<file path="src/rtl/cdnsdru_usb4_mb_eqt_pkg.sv">
// Shared types and helpers for the multi-lane MB EQ-training-complete notifier.
// Also holds the default timeout and retry settings.
package cdnsdru_usb4_mb_eqt_pkg;

   typedef enum logic [1:0] {
      IDLE  = 2'd0,
      WRITE = 2'd1,
      GAP   = 2'd2
   } eqt_state_e;

   localparam int EQT_TIMEOUT_DEF   = 1024;
   localparam int EQT_MAX_RETRY_DEF = 3;

   function automatic int lane_w(input int n);
      return (n > 1) ? $clog2(n) : 1;
   endfunction

endpackage

</file>
<file path="src/rtl/cdnsdru_usb4_mb_rr_arb.sv">
// Combinational round-robin arbiter: grants the first request at or after ptr,
// wrapping. Shared by the MB multi-lane requesters.
module cdnsdru_usb4_mb_rr_arb
   import cdnsdru_usb4_mb_eqt_pkg::*;
#(
   parameter  int N = 4,
   localparam int W = lane_w(N)
) (
   input  logic [N-1:0] req,
   input  logic [W-1:0] ptr,
   output logic [W-1:0] gnt,
   output logic         vld
);

   logic [W-1:0] idx_s;

   // Scan from the farthest offset downwards so the nearest requester wins.
   always_comb begin
      gnt   = {W{1'b0}};
      vld   = 1'b0;
      idx_s = {W{1'b0}};
      for (int k = N - 1; k >= 0; k--) begin
         idx_s = W'((int'(ptr) + k) % N);
         gnt   = req[idx_s] ? idx_s : gnt;
         vld   = vld | req[idx_s];
      end
   end

endmodule

</file>
<file path="src/rtl/cdnsdru_usb4_message_bus_eq_train_mlane.sv">
// Multi-lane EQ-training-complete notifier: per-lane pending flags served round-robin
// as priority TX writes, with timeout, bounded retry and drop.
module cdnsdru_usb4_message_bus_eq_train_mlane
   import cdnsdru_usb4_mb_eqt_pkg::*;
#(
   parameter  int NUM_LANES      = 4,
   parameter  int TIMEOUT_CYCLES = EQT_TIMEOUT_DEF,
   parameter  int MAX_RETRY      = EQT_MAX_RETRY_DEF,
   localparam int LANE_W         = lane_w(NUM_LANES)
) (
   input  logic                 pipe_mac2phy_clk,
   input  logic                 pipe_mac2phy_rstn,
   input  logic                 cdb_reset,
   input  logic                 cdb_ctrl_reset,
   input  logic [NUM_LANES-1:0] rx_eq_training_cmpl_stb,
   input  logic                 prio_tx_writes_done_eqt,
   output logic                 rx_eq_training_cmpl_tx_write,
   output logic [LANE_W-1:0]    rx_eq_training_cmpl_lane,
   output logic [NUM_LANES-1:0] eqt_overrun,
   output logic [NUM_LANES-1:0] eqt_drop,
   output logic                 eqt_busy
);

   localparam bit                TMO_EN    = (TIMEOUT_CYCLES > 0);
   localparam int                TMR_W     = TMO_EN ? $clog2(TIMEOUT_CYCLES + 1) : 1;
   localparam logic [TMR_W-1:0]  TMR_LAST  = TMO_EN ? TMR_W'(TIMEOUT_CYCLES - 1) : {TMR_W{1'b0}};
   localparam logic [TMR_W-1:0]  TMR_MAX   = {TMR_W{1'b1}};
   localparam logic [LANE_W-1:0] LAST_LANE = LANE_W'(NUM_LANES - 1);
   localparam logic [3:0]        RETRY_MAX = 4'(MAX_RETRY);

   eqt_state_e             state_r;
   logic [NUM_LANES-1:0]   pend_r;
   logic [LANE_W-1:0]      rr_ptr_r;
   logic [LANE_W-1:0]      cur_lane_r;
   logic [TMR_W-1:0]       timer_r;
   logic [3:0]             retry_r;

   logic [LANE_W-1:0]      arb_gnt_s;
   logic                   arb_vld_s;
   logic                   srst_s;
   logic                   timeout_s;
   logic                   done_hit_s;
   logic                   drop_s;
   logic [NUM_LANES-1:0]   clr_s;
   logic [NUM_LANES-1:0]   pend_nxt_s;
   logic [NUM_LANES-1:0]   ovr_s;
   logic [LANE_W-1:0]      nxt_ptr_s;

   cdnsdru_usb4_mb_rr_arb #(.N(NUM_LANES)) u_arb (
      .req (pend_r),
      .ptr (rr_ptr_r),
      .gnt (arb_gnt_s),
      .vld (arb_vld_s)
   );

   // Clear/set resolution for the pending vector; a same-cycle strobe beats the clear.
   always_comb begin
      srst_s     = cdb_reset | cdb_ctrl_reset;
      timeout_s  = TMO_EN && (timer_r == TMR_LAST);
      done_hit_s = (state_r == WRITE) && prio_tx_writes_done_eqt;
      drop_s     = (state_r == WRITE) && !prio_tx_writes_done_eqt && timeout_s && (retry_r >= RETRY_MAX);
      clr_s      = {NUM_LANES{1'b0}};
      for (int i = 0; i < NUM_LANES; i++) begin
         clr_s[i] = (done_hit_s || drop_s) && (cur_lane_r == LANE_W'(i));
      end
      pend_nxt_s = (pend_r & ~clr_s) | rx_eq_training_cmpl_stb;
      ovr_s      = rx_eq_training_cmpl_stb & pend_r & ~clr_s;
      nxt_ptr_s  = (cur_lane_r == LAST_LANE) ? {LANE_W{1'b0}} : cur_lane_r + LANE_W'(1);
   end

   // Request FSM with pending flags, timer, retry count and sticky status.
   always_ff @(posedge pipe_mac2phy_clk or negedge pipe_mac2phy_rstn) begin
      if (!pipe_mac2phy_rstn) begin
         state_r                      <= IDLE;
         pend_r                       <= {NUM_LANES{1'b0}};
         rr_ptr_r                     <= {LANE_W{1'b0}};
         cur_lane_r                   <= {LANE_W{1'b0}};
         timer_r                      <= {TMR_W{1'b0}};
         retry_r                      <= 4'd0;
         rx_eq_training_cmpl_tx_write <= 1'b0;
         rx_eq_training_cmpl_lane     <= {LANE_W{1'b0}};
         eqt_overrun                  <= {NUM_LANES{1'b0}};
         eqt_drop                     <= {NUM_LANES{1'b0}};
         eqt_busy                     <= 1'b0;
      end else if (srst_s) begin
         state_r                      <= IDLE;
         pend_r                       <= {NUM_LANES{1'b0}};
         rr_ptr_r                     <= {LANE_W{1'b0}};
         cur_lane_r                   <= {LANE_W{1'b0}};
         timer_r                      <= {TMR_W{1'b0}};
         retry_r                      <= 4'd0;
         rx_eq_training_cmpl_tx_write <= 1'b0;
         rx_eq_training_cmpl_lane     <= {LANE_W{1'b0}};
         eqt_overrun                  <= {NUM_LANES{1'b0}};
         eqt_drop                     <= {NUM_LANES{1'b0}};
         eqt_busy                     <= 1'b0;
      end else begin
         pend_r      <= pend_nxt_s;
         eqt_overrun <= eqt_overrun | ovr_s;
         case (state_r)
            IDLE: begin
               if (arb_vld_s) begin
                  state_r                      <= WRITE;
                  cur_lane_r                   <= arb_gnt_s;
                  timer_r                      <= {TMR_W{1'b0}};
                  retry_r                      <= 4'd0;
                  rx_eq_training_cmpl_tx_write <= 1'b1;
                  rx_eq_training_cmpl_lane     <= arb_gnt_s;
                  eqt_busy                     <= 1'b1;
               end else begin
                  eqt_busy <= |pend_nxt_s;
               end
            end
            WRITE: begin
               if (prio_tx_writes_done_eqt) begin
                  state_r                      <= IDLE;
                  rr_ptr_r                     <= nxt_ptr_s;
                  rx_eq_training_cmpl_tx_write <= 1'b0;
                  eqt_busy                     <= |pend_nxt_s;
               end else if (timeout_s) begin
                  rx_eq_training_cmpl_tx_write <= 1'b0;
                  if (retry_r < RETRY_MAX) begin
                     state_r  <= GAP;
                     retry_r  <= retry_r + 4'd1;
                     eqt_busy <= 1'b1;
                  end else begin
                     state_r  <= IDLE;
                     rr_ptr_r <= nxt_ptr_s;
                     eqt_drop <= eqt_drop | clr_s;
                     eqt_busy <= |pend_nxt_s;
                  end
               end else begin
                  timer_r  <= (timer_r != TMR_MAX) ? timer_r + TMR_W'(1) : timer_r;
                  eqt_busy <= 1'b1;
               end
            end
            GAP: begin
               state_r                      <= WRITE;
               timer_r                      <= {TMR_W{1'b0}};
               rx_eq_training_cmpl_tx_write <= 1'b1;
               eqt_busy                     <= 1'b1;
            end
            default: begin
               state_r                      <= IDLE;
               rx_eq_training_cmpl_tx_write <= 1'b0;
               eqt_busy                     <= |pend_nxt_s;
            end
         endcase
      end
   end

endmodule

</file>
<file path="config.mk">
export PLATFORM = sky130hd
export DESIGN_NAME = cdnsdru_usb4_message_bus_eq_train_mlane
export DESIGN_NICKNAME = d
export VERILOG_FILES = /design/src/rtl/cdnsdru_usb4_mb_eqt_pkg.sv /design/src/rtl/cdnsdru_usb4_mb_rr_arb.sv /design/src/rtl/cdnsdru_usb4_message_bus_eq_train_mlane.sv
export SDC_FILE = /design/constraint.sdc
export NUM_CORES = 1
export LEC_CHECK = 0
export BUFFER_PORTS_ARGS = -buffer_cell sky130_fd_sc_hd__buf_2
export CORE_MARGIN = 5
export CORE_UTILIZATION = 50
export CTS_BUF_LIST = sky130_fd_sc_hd__clkbuf_4
export CTS_CLUSTER_DIAMETER = 150
export DETAILED_ROUTE_END_ITERATION = 6
export GPL_TIMING_DRIVEN = 0
export PLACE_DENSITY = 0.7
export SLEW_MARGIN = 40
export SYNTH_ARGS = -nofsm -noshare
export SYNTH_HDL_FRONTEND = slang
export SYNTH_SLANG_ARGS = --single-unit
</file>
<file path="constraint.sdc">
create_clock -name pipe_mac2phy_clk -period 2 [get_ports pipe_mac2phy_clk]
set_input_delay 0.3 -clock pipe_mac2phy_clk [delete_from_list [all_inputs] [get_ports pipe_mac2phy_clk]]
set_output_delay 0.3 -clock pipe_mac2phy_clk [all_outputs]
set_load 0.01 [all_outputs]
</file>
== After elaboration in Yosys (flattened, before gate mapping) ==
Cells that the tools add are included.

* Logic and storage cells: 133
* Bits of input ports: 9
* Output and inout port bits: 12
* Flip-flop bits (word level): 35

* $add $sub $neg: 6
* Reduce and logical (&&, ||, !) cells: 26
* Bitwise gates (word level): 11
* Mux-type cells: 57
* Order comparisons: 6
* Equality and inequality tests: 17

{| class="wikitable"
|+ Operator list
! cell !! count
|-
| $mux W11 || 5
|-
| $mux W4 || 12
|-
| $mux W2 || 18
|-
| $pmux W11 S3 || 1
|-
| $ne A3 B3 Y1 const B || 5
|-
| $mux W1 || 13
|-
| $and A4 B4 Y4 || 3
|-
| $lt A2 B3 Y1 const B || 4
|-
| $or A4 B4 Y4 || 3
|-
| $add A11 B1 Y11 const B || 1
|-
| $eq A11 B10 Y1 const B || 1
|-
| $ne A11 B11 Y1 const B || 1
|-
| $reduce_and A5 Y1 || 2
|-
| $bmux W1 S2 || 4
|-
| $logic_and A1 B1 Y1 || 8
|-
| $pmux W4 S2 || 1
|-
| $reduce_bool A2 Y1 || 4
|-
| $eq A2 B2 Y1 const B || 3
|-
| $ne A3 B2 Y1 const B || 2
|-
| $pmux W1 S3 || 2
|-
| $pmux W2 S3 || 1
|-
| $reduce_bool A3 Y1 || 2
|-
| $add A2 B1 Y2 const B || 2
|-
| $add A2 B2 Y2 const B || 2
|-
| 17 further kinds || 23
|}

== Logic depth before layout (Yosys ltp) ==
Gate-level depths: netlist of the first run.

* Depth in word-level cells: 15
* Mapped depth: 7
* Depth with buffers taken out: 6

== Cells and area by module ==
From an unflattened synthesis of the first run, not the netlist that was laid out.

* Cells, all modules: 202
* Area total of the unflattened synthesis: 1904.3 um^2

{| class="wikitable"
|+ By module, submodules not included
! module !! sequential area each (um^2) !! instances !! cells each !! area each (um^2)
|-
| cdnsdru_usb4_message_bus_eq_train_mlane || 875.8 || 1 || 189 || 1826.8
|-
| cdnsdru_usb4_mb_rr_arb || 0.0 || 1 || 13 || 77.6
|}

== Worst setup path after synthesis of the first run ==
OpenSTA, ideal clock, no wires.

* Path type: register to register
* From: reg timer_r[0]
* To: reg eqt_busy
* Required time: 1.859 ns
* Setup time: 0.141 ns
* Clock period less this slack: 1.832 ns
* Data arrival time: 1.691 ns
* Setup slack: 0.168 ns
* Path buffers: 0
* Stages on the path, launching flop included: 6
* Path through: dfrtp_1 > ha_1 > nand3_2 > or4_4 > a2111oi_4 > a41oi_1

* Cells in the longest elaborated chain, start to end: 14
* Elaborated cells on any way between the ends: 18
* Those cells by class: eq/ne (1); mux (6); bitwise (3); reduce/logical (8)

{| class="wikitable"
|+ RTL lines
! item !! line !! source
|-
| from (decl) || cdnsdru_usb4_message_bus_eq_train_mlane.sv:35 || <nowiki>logic [TMR_W-1:0] timer_r;</nowiki>
|-
| from (signal assigned) || cdnsdru_usb4_message_bus_eq_train_mlane.sv:78 || <nowiki>timer_r <= {TMR_W{1'b0}};</nowiki>
|-
| from (signal assigned) || cdnsdru_usb4_message_bus_eq_train_mlane.sv:90 || <nowiki>timer_r <= {TMR_W{1'b0}};</nowiki>
|-
| from (signal assigned) || cdnsdru_usb4_message_bus_eq_train_mlane.sv:105 || <nowiki>timer_r <= {TMR_W{1'b0}};</nowiki>
|-
| $eq A11 B10 Y1 * || cdnsdru_usb4_message_bus_eq_train_mlane.sv:59 || <nowiki>timeout_s = TMO_EN && (timer_r == TMR_LAST);</nowiki>
|-
| $logic_and A1 B1 Y1 (2 in series) || cdnsdru_usb4_message_bus_eq_train_mlane.sv:61 || <nowiki>drop_s = (state_r == WRITE) && !prio_tx_writes_done_eqt && timeout_s && (retry_r >= RETRY_MAX);</nowiki>
|-
| $logic_or A1 B1 Y1 || cdnsdru_usb4_message_bus_eq_train_mlane.sv:64 || <nowiki>clr_s[i] = (done_hit_s || drop_s) && (cur_lane_r == LANE_W'(i));</nowiki>
|-
| $logic_and A1 B1 Y1 || cdnsdru_usb4_message_bus_eq_train_mlane.sv:64 ||
|-
| $not A4 Y4 || cdnsdru_usb4_message_bus_eq_train_mlane.sv:66 || <nowiki>pend_nxt_s = (pend_r & ~clr_s) | rx_eq_training_cmpl_stb;</nowiki>
|-
| $and A4 B4 Y4 || cdnsdru_usb4_message_bus_eq_train_mlane.sv:66 ||
|-
| $or A4 B4 Y4 || cdnsdru_usb4_message_bus_eq_train_mlane.sv:66 ||
|-
| $reduce_or A4 Y1 || -- ||
|-
| $mux W1 || cdnsdru_usb4_message_bus_eq_train_mlane.sv:122 || <nowiki>if (retry_r < RETRY_MAX) begin</nowiki>
|-
| $mux W1 || cdnsdru_usb4_message_bus_eq_train_mlane.sv:120 || <nowiki>end else if (timeout_s) begin</nowiki>
|-
| $mux W1 || cdnsdru_usb4_message_bus_eq_train_mlane.sv:115 || <nowiki>if (prio_tx_writes_done_eqt) begin</nowiki>
|-
| $pmux W1 S3 * || cdnsdru_usb4_message_bus_eq_train_mlane.sv:100 || <nowiki>case (state_r)</nowiki>
|-
| $mux W1 * || cdnsdru_usb4_message_bus_eq_train_mlane.sv:85 || <nowiki>end else if (srst_s) begin</nowiki>
|-
| to (signal assigned) || cdnsdru_usb4_message_bus_eq_train_mlane.sv:111 || <nowiki>eqt_busy <= |pend_nxt_s;</nowiki>
|-
| to (signal assigned) || cdnsdru_usb4_message_bus_eq_train_mlane.sv:119 || <nowiki>eqt_busy <= |pend_nxt_s;</nowiki>
|-
| to (signal assigned) || cdnsdru_usb4_message_bus_eq_train_mlane.sv:130 || <nowiki>eqt_busy <= |pend_nxt_s;</nowiki>
|-
| to (decl) || cdnsdru_usb4_message_bus_eq_train_mlane.sv:21 || <nowiki>output logic eqt_busy</nowiki>
|}

Every way passes the cells marked *; elsewhere a longest branch is shown, timed or not.
A chain may end at the register's enable or synchronous reset.

== Worst setup path in the final report of the first run ==
* From: reg timer_r[1]
* To: reg eqt_busy

Same word-level chain as after synthesis.

==> summary.md, run 1 <==
| Metric | Value |
|---|---|
| Run status | `finished, final reports clean` |
| Clock latency on the worst-skew pair | `0.33 ns` |
| CTS tree | `built` |
| # DRC | `0` |
| Mux share of post-synthesis cell area | `0.0269` |
| Worst slack, placed | `-0.214 ns` |
| Peak Freq | `526 MHz` |
| Syn Area/Cell | `10.1 sq um` |
| Arrival time at the worst endpoint | `2.11 ns` |
| Routed via count | `1515` |
| Top Ports | `21` |
| Final HPWL DP | `2870 um` |
| Bufs and invs on worst path | `0` |
| Avg WL per Cell | `14.8 um` |
| Tot Pwr | `1360 uW` |
| HP Start | `prio_tx_writes_done_eqt` |
| Final period util | `0.951` |
| Rows | `22` |
| Final #Nets | `229` |
| Crit Path Max Fanout | `6` |
| Worst vdd ir | `0.343 mV` |
| Grt total ovfl | `0` |
| First-pass GRT wire length | `6920 um` |
| Endpoints failing setup | `0` |
| Post-synth EDFFs | `0` |
| Htree depth | `2` |
| Max-slew violation count | `0` |
| Die Width | `71 um` |
| Post-synthesis sequential area ratio | `0.471` |
| Clk root buf | `clkbuf_4` |
| Worst Setup End Kind | `flip-flop` |
| # diodes | `0` |
| Pin count of the biggest net entering global routing | `36` |
| Cell count after synthesis | `185` |
| Library cells used by synthesis | `48` |
| Clk sinks | `35` |
| Worst path slowest cell | `or4_4` |
| Synthesized area | `0.00186 sq mm` |
| Setup TNS | `0 ns` |
| Port Buffers | `20` |
| Synth Area in XOR/XNOR | `0` |
| Drt first pass iters | `4` |
| Worst reg-to-reg path cell count | `5` |
| Post-synthesis compound-gate area fraction | `0.221` |
| Top Family by Delay on Critical Path | `simple AND/OR/NAND/NOR gates` |
| Ys async rst share | `1.00` |
| Crit Path Category | `flip-flop to flip-flop` |
| Total global-route track usage | `0.167` |
| Worst hold endpoint | `state_r[1]` |
| Prevailing post-synth register cell | `dfrtp_1` |
| Unrepaired setup endpoints after global routing | `false` |
| Initial antenna violation count | `0` |
| #FFs+latches synth | `35` |
| Vias in the first global route | `1483` |
| Yosys warns | `0` |
| Final ANT Viol Nets | `0` |
| Worst Path Required | `2.20 ns` |
| Worst Tran Pin Value | `0.449 ns` |
| Worst path cell trace | `ha_4, nand3_4, or4_4, a2111oi_4, a41oi_1` |
| Core area | `0.00363 sq mm` |
| Die H | `71 um` |
| Min-Delay Path Depth | `2` |
| Period minus WS final | `1.90 ns` |
| Post-Synth Adder-Cell Area | `0.0403` |
| Num CTS Buffers | `5` |
| Post-synthesis simple-gate area fraction | `0.201` |
| RD Place Congestion | `0.808` |
| DRT iter0 DRCs | `85` |
| Main combinational cell family by area after synthesis | `compound AO/OA/AOI/OAI gates` |
| Startpoint types | `flip-flop` |
| Post-DR vias/cell | `5.76` |
| CTS max path bufs | `2` |
| Worst-path clk slew | `0.11 ns` |
| Starting Density | `0.512` |
| Placed cells | `253` |
| Hold Path Class | `input pin to flip-flop` |
| Leakage power | `0.000997 uW` |
| P&R area growth vs syn | `17.0%` |
| Clk_skew | `0.0106 ns` |
| Syn nets | `200` |
| Fraction of layout cells with a size suffix above 1 | `0.233` |
| PD cells | `625 mW/mm^2` |
| Post-route setup slack | `0.0989 ns` |
| Worst r2r src | `timer_r[1]` |
| Max-slew headroom at the worst pin | `0.700` |
| Max-Cap Viols | `0` |
| Reg-to-Reg End | `eqt_busy` |
| Register-to-register setup slack | `0.1 ns` |
| Non-Filler Instances | `263` |
| CP max stage delay | `0.58 ns` |
| Final hold violations | `0` |
| Die area | `0.00504 sq mm` |
| Final wirelength | `3900 um` |
-- worst register-to-register path: stages, from the launching register on --
cell and delay (ns):
dfrtp_1 0.43, ha_4 0.18, nand3_4 0.12, or4_4 0.58
a2111oi_4 0.30, a41oi_1 0.16
-- synth_stat cells (all sizes together) (4+ instances only) --
library cell / instances / share of area
o31ai: 8 / 0.032
o21ai: 14 / 0.038
mux2i: 5 / 0.027
nand3: 7 / 0.022
inv: 11 / 0.022
o21a: 4 / 0.016
nand2: 9 / 0.018
a21oi: 17 / 0.048
nor2: 19 / 0.038
ha: 6 / 0.040
buf: 4 / 0.013
dfrtp: 35 / 0.47
-- layer usage --
metal | wire [um] | vias to the layer above | GRT usage
met5 | 0 | - | 0
met4 | 26 | 0 | 0.0313
met1 | 1850 | 740 | 0.251
met3 | 224 | 4 | 0.0440
li1 | - | 733 | -
met2 | 1810 | 38 | 0.244
-- layout make-up --
cell class / count / area (sq um)
Sequential cell: 35 / 876
Clock inverter: 3 / 38.8
Tap cell: 48 / 60.1
Multi-Input combinational cell: 133 / 970
Fill cell: 337 / 1460
Inverter: 11 / 41.3
Clock buffer: 5 / 37.5
Timing Repair Buffer: 22 / 120
Buffer: 6 / 33.8
-- logic make-up after synthesis --
family | Yosys count
AND/OR/NAND/NOR | 63
AO/OA/AOI/OAI | 59
adder cells (fa/ha/maj) | 6
multiplexers | 5
flip-flops | 35
buffers and inverters | 17
-- timing repair --
item                                   in CTS  in global routing
pin swaps                                   0                  1
hold buffers                                0                  1
setup endpoints to repair                  11                 21
endpoints found under the hold margin       0                 35
setup buffers                               1                  0
resized for setup                           3                  8
-- layout by cell type, fill, tap and decap left out, drive strengths merged, types with 2 or more instances in the layout --
cell type | synthesis | final
o41ai | 2 | 2
a41oi | 2 | 2
mux2i | 5 | 5
nand3 | 7 | 7
a21oi | 17 | 17
nand2b | 2 | 2
o211ai | 2 | 2
o21ai | 14 | 14
nor2 | 19 | 19
or3 | 2 | 2
clkbuf | 2 | 7
nand2 | 9 | 9
and2 | 2 | 2
dfrtp | 35 | 35
nand4 | 3 | 3
nor3b | 2 | 2
buf | 4 | 25
o21a | 4 | 4
inv | 11 | 11
ha | 6 | 6
and4 | 2 | 2
and3 | 3 | 3
clkinv | 0 | 2
nor3 | 2 | 2
o31ai | 8 | 8
or2 | 2 | 2
a31oi | 2 | 2
nor4 | 2 | 2
nor2b | 3 | 3
-- stage by stage --
step	cell area [sq um]	utilization	hold slack, ns
after floorplan	1860	-	0.00441
after global placement	2020	0.556	0.416
after detailed placement	2020	0.556	0.424
after CTS	2120	0.584	0.0537
after global routing	2180	0.599	0.153
final	2180	0.599	0.167
-- flip-flops by register name, indices dropped and copies added, names as in the netlist --
signal and cells:
rx_eq_training_cmpl_tx_write 1, timer_r 11, cur_lane_r 2, eqt_drop 4, pend_r 4, state_r 2
rr_ptr_r 2, eqt_overrun 4, eqt_busy 1, retry_r 4
-- report_power, final --
part	switching, uW	internal (uW)
Clock	234	257
Combinational	82.8	54.6
Sequential	13.7	718
-- worst max-delay path by stage --
stage                             to            from  depth (start not counted)  slack, ns
final                       eqt_busy      timer_r[1]                          5        0.1
after detailed placement  timer_r[5]  cdb_ctrl_reset                          6      -0.21
after CTS                 timer_r[5]       pend_r[1]                          6      0.009
after global placement    timer_r[3]  cdb_ctrl_reset                          6      -0.09
after floorplan             eqt_busy      timer_r[0]                          5       0.17
after global routing      timer_r[7]       pend_r[1]                          6      0.007
Note: power is estimated with default switching activity, not from simulation.
==> run 2: changes to the inputs <==
- CELL_PAD_IN_SITES_DETAIL_PLACEMENT: default -> 1
- CELL_PAD_IN_SITES_GLOBAL_PLACEMENT: default -> 2
- CORE_UTILIZATION: 50 -> 38
- PLACE_DENSITY: 0.7 -> 0.8
==> summary.md, run 2 (synthesized netlist as in run 1, its figures left out) <==
| Metric | Value |
|---|---|
| Run status | `finished, final reports clean` |
| First-pass GRT wire length | `8160 um` |
| Cell internal pwr | `951 uW` |
| Rows | `25` |
| Largest register by flop count | `timer_r` |
| Initial antenna violation count | `0` |
| Max reg flops | `11` |
| Total global-route track usage | `0.167` |
| CP max stage delay | `0.50 ns` |
| Fraction of layout cells with a size suffix above 1 | `0.295` |
| Pin count of the biggest net entering global routing | `36` |
| Die H | `80.0 um` |
| Crit Path Max Fanout | `8` |
| Max-Cap Viols | `0` |
| Clk root buf | `clkbuf_4` |
| Post-DR vias/cell | `5.32` |
| Starting Density | `0.394` |
| Switch share | `0.270` |
| Startpoint types | `flip-flop` |
| # DRC | `0` |
| Worst Setup End Kind | `flip-flop` |
| Clock power share | `0.313` |
| Final ANT Viol Nets | `0` |
| Crit Path Category | `flip-flop to flip-flop` |
| Final hold violations | `0` |
| Fin area | `0.00228 sq mm` |
| Avg WL per Cell | `17.1 um` |
| Num CTS Buffers | `5` |
| Most frequent cells in the layout | `35 x dfrtp_1, 20 x buf_2, 18 x nor2_1` |
| Max-slew headroom at the worst pin | `0.677` |
| PD cells | `571 mW/mm^2` |
| Die Width | `80.0 um` |
| Endpoints failing setup | `0` |
| Peak Freq | `523 MHz` |
| Drt first pass iters | `4` |
| Worst path cell trace | `ha_4, nand3_4, o41ai_4, and2_1, buf_6, a21bo_4, a41oi_2` |
| P&R area growth vs syn | `22.5%` |
| Final wirelength | `4970 um` |
| Clk_skew | `0.00857 ns` |
| Unrepaired setup endpoints after global routing | `true` |
| Final #Nets | `238` |
| RD Place Congestion | `0.808` |
| Clk sinks | `35` |
| Die area | `0.00640 sq mm` |
| Combinational share of power | `0.125` |
| Worst Path Required | `2.22 ns` |
| Core area | `0.00472 sq mm` |
| Top Ports | `21` |
| Port Buffers | `20` |
| Final period util | `0.956` |
| CTS max path bufs | `2` |
| Grt total ovfl | `0` |
| Worst-path clk slew | `0.11 ns` |
| Worst vdd ir | `0.328 mV` |
| # diodes | `0` |
| Worst path slowest cell | `o41ai_4` |
| Hold Path Class | `input pin to flip-flop` |
| Max-slew violation count | `0` |
| Routed via count | `1547` |
| Hold Slack | `0.160 ns` |
| Htree depth | `2` |
| Final HPWL DP | `3500 um` |
| Clock latency on the worst-skew pair | `0.34 ns` |
| Vias in the first global route | `1626` |
| CTS tree | `built` |
| Placed cell area | `0.00204 sq mm` |
| DRT iter0 DRCs | `66` |
| Period minus WS final | `1.91 ns` |
| Switching power total | `351 uW` |
| Commonest non-fill, non-tap cell in the layout | `dfrtp_1` |
| Sequential power share | `0.562` |
| Worst Tran Pin Value | `0.484 ns` |
| Leakage power | `0.00104 uW` |
| Arrival time at the worst endpoint | `2.13 ns` |
## run 2: changes by cell type in the layout (fill, tap and decap cells not counted), moves of 2 or more
cell / change
buf_4: +9
o31ai_1: -4
o31ai_2: +4
clkbuf_4: +2
## run 2: routing by layer
| layer | part of all wire | track usage |
|---|---|---|
| met2 | 0.48 | 0.262 |
| met4 | 0.018 | 0.0760 |
| met5 | 0 | 0 |
| met1 | 0.47 | 0.219 |
| met3 | 0.033 | 0.0372 |
## run 2: repair_timing
item                                    4_1_cts  5_1_grt
resized for setup                             3       14
endpoints found under the hold margin         0       35
pin swaps                                     1        5
endpoints found under the setup margin       15       17
buffers inserted                              2        8
hold buffers                                  0        1
## run 2: worst max-delay path, delay by kind of cell (launching register included)
family | cells | cell delay (ns)
adders and majority gates | 1 | 0.18
buffers and inverters | 1 | 0.14
DFF | 1 | 0.40
and+or+nand+nor | 2 | 0.32
AOI/OAI and AO/OA | 3 | 0.76
## run 2: power groups by stage
stage | clock, uW | sequential (uW) | combinational, uW
2_1_floorplan | 0 | 745 | 79.3
3_3_place_gp | 0 | 745 | 133
3_5_place_dp | 0 | 746 | 138
4_1_cts | 422 | 732 | 141
5_1_grt | 456 | 735 | 181
6_report | 407 | 732 | 163
## run 2: path summary, 6_finish.rpt
| check | from | end | slack (ns) | cells after the start |
|---|---|---|---|---|
| setup reg to reg | timer_r[1] | eqt_busy | 0.09 | 7 |
| min in group asynchronous | pipe_mac2phy_rstn | eqt_overrun[2] | 0.45 | 2 |
| max in group asynchronous | pipe_mac2phy_rstn | eqt_drop[3] | 1.23 | 2 |
| hold reg to reg | retry_r[0] | retry_r[0] | 0.49 | 1 |
| setup / recovery | timer_r[1] | eqt_busy | 0.09 | 7 |
| hold / removal | prio_tx_writes_done_eqt | state_r[1] | 0.16 | 2 |
## run 2: metrics by stage
stage	cells	setup TNS, ns	util	worst slack (ns)	total power [uW]
2_1_floorplan	185	0	-	0.168	825
3_3_place_gp	272	-2.37	0.433	-0.204	878
3_5_place_dp	272	-3.79	0.433	-0.320	884
4_1_cts	282	0	0.452	0.0164	1290
5_1_grt	291	-0.0855	0.483	-0.0308	1370
6_report	291	0	0.483	0.0879	1300
## run 2: final cells by class
cell class,instances,area (sq um)
inverters,11,41.3
fillers,534,2440
multi-input cells,133,993
clock buffers,7,52.6
well taps,67,83.8
repair buffers,31,188
flip-flops and latches,35,876
plain buffers,6,40.0
clock inverters,1,5.00
==> run 3: changes to the inputs <==
- CORE_UTILIZATION: 38 -> 41
- PLACE_DENSITY: 0.8 -> 0.86
- clock period: 2 -> 2.3 ns (I/O delays scaled with it)
==> summary.md, run 3 (synthesized netlist as in run 1, its figures left out) <==
| Metric | Value |
|---|---|
| Drt first pass iters | `4` |
| Worst Path Required | `2.51 ns` |
| Top Usage Layer GRT | `met2` |
| Clk root buf | `clkbuf_4` |
| Startpoint types | `flip-flop` |
| Clock latency on the worst-skew pair | `0.34 ns` |
| Max-slew violation count | `0` |
| Crit Path Category | `flip-flop to flip-flop` |
| DRT iter0 DRCs | `87` |
| Max-slew headroom at the worst pin | `0.551` |
| Worst Setup End Kind | `flip-flop` |
| Fin area | `0.00208 sq mm` |
| Clk sinks | `35` |
| Non-Filler Instances | `265` |
| Worst Tran Pin Value | `0.671 ns` |
| CTS max path bufs | `2` |
| Endpoints failing setup | `0` |
| Grt met2 use | `0.257` |
| Hold Path Class | `input pin to flip-flop` |
| Worst vdd ir | `0.247 mV` |
| Top Family by Delay on Critical Path | `compound AO/OA/AOI/OAI gates` |
| Clk_skew | `0.00680 ns` |
| Port Buffers | `20` |
| Period minus WS final | `2.14 ns` |
| Grt met1 use | `0.221` |
| Pin count of the biggest net entering global routing | `36` |
| Largest register by flop count | `timer_r` |
| # DRC | `0` |
| Setup TNS | `0 ns` |
| PD cells | `514 mW/mm^2` |
| Arrival time at the worst endpoint | `2.35 ns` |
| GRT met3 Usage | `0.0475` |
| Max-Cap Viols | `0` |
| RD Place Congestion | `0.788` |
| Placed cells | `257` |
| Die Width | `77.4 um` |
| Final hold violations | `0` |
| First-pass GRT wire length | `7860 um` |
| Final period util | `0.931` |
| # diodes | `0` |
| Register-to-register setup slack | `0.16 ns` |
| Htree depth | `2` |
| Final #Nets | `228` |
| Worst hold endpoint | `state_r[1]` |
| Unrepaired setup endpoints after global routing | `false` |
| Rows | `24` |
| Worst path cell trace | `ha_1, nand3_2, o41ai_2, and2_1, buf_4, a21bo_1, a41oi_1` |
| Starting Density | `0.424` |
| Die area | `0.00599 sq mm` |
| Crit Path Max Fanout | `8` |
| Reg-to-Reg End | `eqt_busy` |
| Num CTS Buffers | `5` |
| Min-Delay Path Depth | `2` |
| Worst path slowest cell | `o41ai_2` |
| Bufs and invs on worst path | `1` |
| CTS tree | `built` |
| P&R area growth vs syn | `12.0%` |
| Worst-path clk slew | `0.10 ns` |
| Worst reg-to-reg path cell count | `7` |
| Fraction of layout cells with a size suffix above 1 | `0.207` |
| Top Ports | `21` |
| Max reg flops | `11` |
| Placed cell area | `0.00203 sq mm` |
| Commonest non-fill, non-tap cell in the layout | `dfrtp_1` |
| Die H | `77.4 um` |
| Peak Freq | `467 MHz` |
| Avg WL per Cell | `17.2 um` |
| Post-DR vias/cell | `5.67` |
| Core area | `0.00438 sq mm` |
| Core Util, Final | `0.475` |
| Post-CTS resize count | `0` |
| Run status | `finished, final reports clean` |
| Grt total ovfl | `0` |
| Final ANT Viol Nets | `0` |
| HP Start | `prio_tx_writes_done_eqt` |
| Vias in the first global route | `1540` |
| Final HPWL DP | `3340 um` |
| CP max stage delay | `0.53 ns` |
| Routed via count | `1502` |
| Final wirelength | `4550 um` |
| Leakage power | `0.000958 uW` |
| Most frequent cells in the layout | `35 x dfrtp_1, 21 x buf_2, 19 x nor2_1` |
| Total global-route track usage | `0.165` |
| Worst r2r src | `timer_r[0]` |
| Initial antenna violation count | `0` |
==> run 3: worst reg2reg max path, cell delays in order, from the launching register on <==
cell     delay, ns
dfrtp_1       0.42
ha_1          0.26
nand3_2       0.18
o41ai_2       0.53
and2_1        0.21
buf_4         0.16
a21bo_1       0.14
a41oi_1       0.12
==> run 3: layer usage <==
metal / wire [um] / vias up
met5: 0 / -
li1: - / 728
met3: 183 / 6
met4: 65 / 0
met1: 2130 / 742
met2: 2160 / 26
==> run 3: area by class of cell <==
cell class	instances	area [sq um]
Buffer	6	33.8
Clock buffer	5	37.5
Clock inverter	2	8.76
Fill cell	514	2300
Inverter	11	41.3
Multi-Input combinational cell	133	910
Sequential cell	35	876
Tap cell	52	65.1
Timing Repair Buffer	21	113
==> run 3: per-stage QoR <==
stage | setup slack, ns | hold slack, ns | total power (uW)
floorplan | 0.468 | 0.0494 | 717
detailed placement | 0.0465 | 0.469 | 767
CTS | 0.143 | 0.0927 | 1090
finish | 0.159 | 0.199 | 1070
global placement | 0.147 | 0.459 | 764
global route | 0.0148 | 0.173 | 1140
==> run 3: timing repair <==
action                                 4_1_cts  5_1_grt
setup buffers                                0        0
endpoints found under the hold margin        0       35
hold buffers                                 0        1
==> run 3: where the power goes <==
part           switching, uW  leakage (uW)  internal, uW  total, uW
clock network            207     0.0000285           108        315
logic                   74.0      0.000446          45.4        119
registers               11.9      0.000484           624        636
total                    293      0.000958           778       1070
==> run 3: how the worst max path moves through the flow <==
stage,start,end,slack [ns],cells after the start
2_1_floorplan,timer_r[0],eqt_busy,0.47,5
3_3_place_gp,cdb_ctrl_reset,timer_r[7],0.15,6
3_5_place_dp,cdb_ctrl_reset,timer_r[5],0.05,6
4_1_cts,timer_r[0],eqt_overrun[3],0.14,7
5_1_grt,timer_r[0],rr_ptr_r[1],0.01,7
6_report,timer_r[0],eqt_busy,0.16,7
